File: src/rtl/nand_op_scheduler_if.sv
// Request/grant/result bundle between two requesters and the NAND-only
// logic scheduler.
interface nand_op_scheduler_if #(
    parameter int W = 8
);
    logic [1:0]   req;
    logic [1:0]   op0;
    logic [1:0]   op1;
    logic [W-1:0] a0;
    logic [W-1:0] b0;
    logic [W-1:0] a1;
    logic [W-1:0] b1;
    logic [1:0]   gnt;
    logic         busy;
    logic         done;
    logic         done_id;
    logic [W-1:0] result;

    modport master (
        output req, op0, op1, a0, b0, a1, b1,
        input  gnt, busy, done, done_id, result
    );

    modport slave (
        input  req, op0, op1, a0, b0, a1, b1,
        output gnt, busy, done, done_id, result
    );
endinterface

File: src/rtl/nand_op_scheduler.sv
// Two-requester round-robin scheduler that evaluates NOT/AND/OR/XOR using a
// single shared W-bit NAND gate, one NAND evaluation per CALC cycle.
module nand_op_scheduler #(
    parameter int W = 8
) (
    input  logic               clk,
    input  logic               rst_n,
    nand_op_scheduler_if.slave bus
);
    typedef enum logic [1:0] {IDLE, CALC, DONE} state_t;
    typedef enum logic [1:0] {OP_NOT, OP_AND, OP_OR, OP_XOR} op_t;
    typedef enum logic [1:0] {D_T, D_X, D_Y, D_R} dest_t;

    state_t       r_state;
    state_t       w_state_nxt;
    op_t          r_op;
    logic [1:0]   r_step;
    logic [W-1:0] r_a;
    logic [W-1:0] r_b;
    logic [W-1:0] r_t;
    logic [W-1:0] r_x;
    logic [W-1:0] r_y;
    logic [W-1:0] r_result;
    logic [1:0]   r_gnt;
    logic         r_done;
    logic         r_done_id;
    logic         r_last_id;

    logic         w_accept;
    logic         w_winner;
    logic         w_last;
    logic [W-1:0] w_src_x;
    logic [W-1:0] w_src_y;
    logic [W-1:0] w_nand;
    dest_t        w_dest;

    // Contested requests go to whoever did not win last time.
    always_comb begin
        w_winner = 1'b0;
        case (bus.req)
            2'b01:   w_winner = 1'b0;
            2'b10:   w_winner = 1'b1;
            2'b11:   w_winner = ~r_last_id;
            default: w_winner = 1'b0;
        endcase
    end

    always_ff @(posedge clk or negedge rst_n) begin
        if (!rst_n) r_state <= IDLE;
        else        r_state <= w_state_nxt;
    end

    // An op with code k needs k+1 NAND steps, so the last step index equals the code.
    assign w_last = (r_step == r_op);

    always_comb begin
        w_state_nxt = r_state;
        w_accept    = 1'b0;
        case (r_state)
            IDLE: begin
                if (|bus.req) begin
                    w_state_nxt = CALC;
                    w_accept    = 1'b1;
                end
            end
            CALC:    if (w_last) w_state_nxt = DONE;
            DONE:    w_state_nxt = IDLE;
            default: w_state_nxt = IDLE;
        endcase
    end

    always_comb begin
        w_src_x = r_a;
        w_src_y = r_a;
        w_dest  = D_R;
        case (r_op)
            OP_NOT: begin
                w_src_x = r_a; w_src_y = r_a; w_dest = D_R;
            end
            OP_AND: begin
                case (r_step)
                    2'd0:    begin w_src_x = r_a; w_src_y = r_b; w_dest = D_T; end
                    default: begin w_src_x = r_t; w_src_y = r_t; w_dest = D_R; end
                endcase
            end
            OP_OR: begin
                case (r_step)
                    2'd0:    begin w_src_x = r_a; w_src_y = r_a; w_dest = D_X; end
                    2'd1:    begin w_src_x = r_b; w_src_y = r_b; w_dest = D_Y; end
                    default: begin w_src_x = r_x; w_src_y = r_y; w_dest = D_R; end
                endcase
            end
            OP_XOR: begin
                case (r_step)
                    2'd0:    begin w_src_x = r_a; w_src_y = r_b; w_dest = D_T; end
                    2'd1:    begin w_src_x = r_a; w_src_y = r_t; w_dest = D_X; end
                    2'd2:    begin w_src_x = r_b; w_src_y = r_t; w_dest = D_Y; end
                    default: begin w_src_x = r_x; w_src_y = r_y; w_dest = D_R; end
                endcase
            end
            default: begin
                w_src_x = r_a; w_src_y = r_a; w_dest = D_R;
            end
        endcase
    end

    // The one and only NAND unit in the datapath.
    assign w_nand = ~(w_src_x & w_src_y);

    always_ff @(posedge clk or negedge rst_n) begin
        if (!rst_n) begin
            r_op      <= OP_NOT;
            r_step    <= 2'd0;
            r_a       <= '0;
            r_b       <= '0;
            r_t       <= '0;
            r_x       <= '0;
            r_y       <= '0;
            r_result  <= '0;
            r_gnt     <= 2'b00;
            r_done    <= 1'b0;
            r_done_id <= 1'b0;
            r_last_id <= 1'b1;
        end else begin
            r_gnt  <= 2'b00;
            r_done <= 1'b0;
            if (w_accept) begin
                r_op      <= w_winner ? op_t'(bus.op1) : op_t'(bus.op0);
                r_a       <= w_winner ? bus.a1 : bus.a0;
                r_b       <= w_winner ? bus.b1 : bus.b0;
                r_step    <= 2'd0;
                r_last_id <= w_winner;
                r_gnt     <= w_winner ? 2'b10 : 2'b01;
            end else if (r_state == CALC) begin
                r_step <= r_step + 2'd1;
                case (w_dest)
                    D_T:     r_t <= w_nand;
                    D_X:     r_x <= w_nand;
                    D_Y:     r_y <= w_nand;
                    default: r_result <= w_nand;
                endcase
                if (w_last) begin
                    r_done    <= 1'b1;
                    r_done_id <= r_last_id;
                end
            end
        end
    end

    assign bus.gnt     = r_gnt;
    assign bus.busy    = (r_state != IDLE);
    assign bus.done    = r_done;
    assign bus.done_id = r_done_id;
    assign bus.result  = r_result;
endmodule

File: src/flat_wrapper.sv
// flat-port wrapper written by rule: the top's interface ports become plain ports
module nand_op_scheduler_flat 
#(
    parameter int W = 8
)
  (clk, rst_n, bus_req, bus_op0, bus_op1, bus_a0, bus_b0, bus_a1, bus_b1, bus_gnt, bus_busy, bus_done, bus_done_id, bus_result);
  nand_op_scheduler_if #(.W(W)) bus_i ();
  input  logic clk;
  input  logic rst_n;
  input wire logic [$bits(bus_i.req)-1:0] bus_req;
  input wire logic [$bits(bus_i.op0)-1:0] bus_op0;
  input wire logic [$bits(bus_i.op1)-1:0] bus_op1;
  input wire logic [$bits(bus_i.a0)-1:0] bus_a0;
  input wire logic [$bits(bus_i.b0)-1:0] bus_b0;
  input wire logic [$bits(bus_i.a1)-1:0] bus_a1;
  input wire logic [$bits(bus_i.b1)-1:0] bus_b1;
  output wire logic [$bits(bus_i.gnt)-1:0] bus_gnt;
  output wire logic [$bits(bus_i.busy)-1:0] bus_busy;
  output wire logic [$bits(bus_i.done)-1:0] bus_done;
  output wire logic [$bits(bus_i.done_id)-1:0] bus_done_id;
  output wire logic [$bits(bus_i.result)-1:0] bus_result;
  assign bus_i.req = bus_req;
  assign bus_i.op0 = bus_op0;
  assign bus_i.op1 = bus_op1;
  assign bus_i.a0 = bus_a0;
  assign bus_i.b0 = bus_b0;
  assign bus_i.a1 = bus_a1;
  assign bus_i.b1 = bus_b1;
  assign bus_gnt = bus_i.gnt;
  assign bus_busy = bus_i.busy;
  assign bus_done = bus_i.done;
  assign bus_done_id = bus_i.done_id;
  assign bus_result = bus_i.result;
  nand_op_scheduler #(.W(W)) u_core (.clk(clk), .rst_n(rst_n), .bus(bus_i));
endmodule
File: config.mk
export PLATFORM = sky130hd
export DESIGN_NAME = nand_op_scheduler_flat
export DESIGN_NICKNAME = d
export VERILOG_FILES = /design/src/rtl/nand_op_scheduler_if.sv /design/src/rtl/nand_op_scheduler.sv /design/src/flat_wrapper.sv
export SDC_FILE = /design/constraint.sdc
export NUM_CORES = 1
export LEC_CHECK = 0
export ABC_AREA = 1
export CAP_MARGIN = 10
export CORE_MARGIN = 4
export CORE_UTILIZATION = 57
export CTS_BUF_LIST = sky130_fd_sc_hd__clkbuf_4 sky130_fd_sc_hd__clkbuf_8
export DETAILED_ROUTE_END_ITERATION = 6
export PLACE_DENSITY = 0.94
export SYNTH_ARGS = -nofsm -noshare
export SYNTH_HDL_FRONTEND = slang
export SYNTH_SLANG_ARGS = --single-unit
File: constraint.sdc
create_clock -name clk -period 2.2 [get_ports clk]
set_input_delay 0.55 -clock clk [delete_from_list [all_inputs] [get_ports clk]]
set_output_delay 0.55 -clock clk [all_outputs]
set_load 0.01 [all_outputs]
==> results <==
- The flow ran to the end, but the final reports show violations.
- The checks that failed: design-rule violations.
- The wire length of the first global-routing pass is 18400 µm.
- In this run the cell area measured after placement is 0.00437 mm².
- The pre-CTS worst setup slack is 0.188 ns.
- Counting flops with a built-in enable in the synthesized netlist gives 0.
- The final route contains 3892 vias.
- The fraction of the mapped netlist area in simple logic gates is 42.5%.
- The final number of max-transition violations came to 0.
- In the synthesized netlist the async set-or-reset flop fraction comes to 100%.
- The final routed wirelength across all metal layers is 11000 µm.
- Cells with a size suffix above 1 make up 11.6% of the layout.
- After filler insertion, the fill cell instance count of the layout stands at 500.
- The via count of the first global-routing pass is 3930.
- The vertical extent of the die is 89.4 µm.
- The detailed-router iteration count before antenna repair is 7.
- The vias per cell is 5.80.
- The kind of launch point of the worst setup path is a register.
- Entering global routing, the biggest net connects 38 pins.
- For the worst-skew pair, the clock arrives at the later sink with an insertion delay of 0.35 ns.
- The detailed router finished its first iteration with 395 violations.
- Synthesis produced 533 cells.
- The final count of hold timing violations is 0.
- Counting flops and latches in the post-synthesis netlist gives 59.
- Summing the areas of all compound-gate instances in the mapped netlist gives 8.72% of the synthesized area.
- Max-cap violations in this run came to 0.
- Dividing total power by cell area gives a power density of 1760 mW/mm².
- No sink is reached through more buffers than the 2 on the longest clock path.
- The analysis attributes to cell leakage a power of 2.31 nW.
- The sum of net half-perimeters after detailed placement is 7870 µm.
- 53 I/O pins were placed.
- Synthesis produced a netlist with a net count of 579.
- The final layout contains 635 nets.
- The clock-pin slew reported for the worst setup and hold paths after clock tree synthesis is 0.07 ns.
- The routed length per instance is 16.3 µm.
- Along the worst path, the maximum fanout reaches 3.
- The final worst setup slack is 0.150 ns.
- Setup repair after global routing left no endpoint under its margin.
- 0 antenna diodes ended up in the layout.
- The area added between synthesis and finish is 23.0%.
- The floorplan step set the die width to 89.4 µm.
- For this configuration, the core starts out at a cell density of 59.1%.
- Sequential elements use 39.2% of the synthesized area.
- The critical path arrival is 1.50 ns.
- The number of hold-repair buffers added at the cts stage is 0.
- The predominant post-synthesis flop cell is sky130_fd_sc_hd__dfrtp_1.
- Once layout is done, the placed cells without fillers occupy 0.00464 mm².
- The overall overflow remaining after global route is 0.
- The setup skew after layout is 0.0116 ns.
- STA classifies the critical path endpoint as an output port.
- The clock sink count is 59.
- The transition time at the pin with the least slew margin is 0.574 ns.
- Yosys printed 0 warnings.
- The worst slew slack as a fraction of its limit is 61.7%.
- TritonCTS created 9 clock buffers.
- The critical path class is reg2out.
- The smallest hold slack is 0.185 ns.
- The number of DRC violations after detailed routing is 1.
- After floorplanning, the core was divided into 29 placement rows.
- The class of the most critical hold timing path is in2async.
- Of the total synthesized cell area, the portion taken by full adders, half adders and majority gates is 1.99%.
- For this run, the top clock speed supported by timing is 0.488 GHz.
- The routability congestion estimate from global placement is 0.995.
- Dividing the final minimum period by the clock period gives 93.2%.
- The setup total negative slack is 0 ns.
- The maximum vdd drop is 1.02 mV.
- TritonCTS built the clock tree.
- The residual antenna-violating net count after detailed routing is 0.
- The number of antenna violations at the first check in global routing is 0.
- After synthesis the cells add up to 0.00377 mm².
- The floorplan core area is 0.00639 mm².
- The required arrival time at the worst endpoint is 1.65 ns.
- The cell at the root of the clock tree is sky130_fd_sc_hd__clkbuf_8.
- The post-synthesis area per instance is 7.08 µm².
- The minimum period implied by the final worst setup slack is 2.05 ns.
- The die covers 0.00799 mm².
- The xor-xnor portion of the synthesized cell area is 0%.
- By area, the combinational part of the netlist is dominated by simple AND/OR/NAND/NOR gates.
- Multiplexer cells account for 0% of the synthesized area.
- The final-report setup violation count is 0.
- Across every metal layer, demand over resource in global routing totals 29.9%.
- Synthesis instantiated 33 different standard cells from the library.
- The count of input and output buffers is 52.
- The CTS H-tree depth is 3.
repair_timing:
action                                 in CTS  in global routing
setup endpoints to repair                   0                  5
gates resized for setup                     0                  1
endpoints found under the hold margin       0                  0
buffers inserted                            0                  3
synthesized netlist by cell type, types with 4 or more instances:
cell / n / area (µm²)
sky130_fd_sc_hd__nand3_1: 89 / 445
sky130_fd_sc_hd__nand2_4: 4 / 45.0
sky130_fd_sc_hd__dfrtp_1: 58 / 1450
sky130_fd_sc_hd__inv_2: 7 / 26.3
sky130_fd_sc_hd__clkbuf_1: 5 / 18.8
sky130_fd_sc_hd__inv_1: 33 / 124
sky130_fd_sc_hd__a21oi_1: 24 / 120
sky130_fd_sc_hd__ha_1: 6 / 75.1
sky130_fd_sc_hd__nand2_1: 230 / 863
sky130_fd_sc_hd__buf_2: 8 / 40.0
sky130_fd_sc_hd__nor2_4: 4 / 45.0
sky130_fd_sc_hd__o21ai_0: 4 / 20.0
sky130_fd_sc_hd__o211ai_1: 18 / 135
sky130_fd_sc_hd__nand3b_1: 4 / 30.0
sky130_fd_sc_hd__buf_4: 4 / 30.0
sky130_fd_sc_hd__nand3_2: 4 / 40.0
critical path: stages (launching register included):
cell                              delay [ns]
sky130_fd_sc_hd__dfrtp_1                0.40
sky130_fd_sc_hd__or2_1                  0.26
sky130_fd_sc_hd__clkdlybuf4s50_1        0.49
power breakdown:
part           switching, mW  internal, mW
Sequential             0.514          1.65
Combinational           3.07          1.77
Clock                  0.456         0.711
Total                   4.04          4.14
cell families after synthesis:
family                     count (synthesis)
and+or+nand+nor                          351
buffers and inverters                     66
DFF                                       59
AOI/OAI and AO/OA                         51
adders and majority gates                  6
per-stage QoR:
step	power (mW)	cells	util (%)
5_1_grt	8.84	671	72.7
4_1_cts	7.99	668	72.0
3_3_place_gp	6.63	652	68.4
6_report	8.18	671	72.7
2_1_floorplan	5.45	533	-
3_5_place_dp	6.79	652	68.4
state kept, by name, summed over array words and instances (netlist names):
| name | cells |
|---|---|
| u_core.bus.done | 1 |
| u_core.bus.done_id | 1 |
| u_core.bus.gnt | 2 |
| u_core.bus.result | 8 |
| u_core.r_a | 8 |
| u_core.r_b | 8 |
| u_core.r_last_id | 1 |
| u_core.r_op | 2 |
| u_core.r_state | 2 |
| u_core.r_step | 2 |
| u_core.r_t | 8 |
| u_core.r_x | 8 |
| u_core.r_y | 8 |
final cells by class:
class | instances | area, µm² | share of cell area, %
Clock buffer | 12 | 159 | 3.42
Clock inverter | 4 | 72.6 | 1.56
Inverter | 45 | 178 | 3.83
Multi-Input combinational cell | 408 | 2010 | 43.4
Sequential cell | 59 | 1480 | 31.8
Tap cell | 77 | 96.3 | 2.08
Timing Repair Buffer | 66 | 646 | 13.9
final timing paths:
kind	startpoint	end	slack [ns]	cells after the start
min in group clk	u_core.r_x[2]	u_core.r_x[2]	0.48	2
max	u_core.r_state[1]	bus_busy	0.15	2
max in group asynchronous	rst_n	u_core.r_x[7]	1.44	2
max reg2reg	u_core.r_step[0]	u_core.r_y[5]	0.16	7
min reg2reg	u_core.r_x[2]	u_core.r_x[2]	0.48	2
min	rst_n	u_core.bus.gnt[1]	0.18	1
cells in the final DEF, fill, tap and decap left out, drive strengths merged, types with 2 or more instances in the layout:
cell | Yosys | layout
clkinv | 2 | 3
o211ai | 19 | 19
bufinv | 0 | 2
a21oi | 24 | 24
nand2 | 236 | 236
nand3 | 93 | 93
clkdlybuf4s50 | 0 | 51
nand3b | 4 | 4
dfrtp | 58 | 58
nor2 | 13 | 13
buf | 16 | 15
inv | 43 | 43
or2 | 4 | 4
ha | 6 | 6
o21ai | 6 | 6
clkbuf | 5 | 12
metal layers:
metal | track usage, % | routed length (µm) | vias to the layer above
met5 | 0 | 0 | -
met4 | 14.2 | 432 | 0
met3 | 4.61 | 765 | 56
met2 | 51.6 | 5410 | 191
met1 | 36.3 | 4350 | 1810
li1 | - | - | 1835
(Power assumes the default switching activity.)
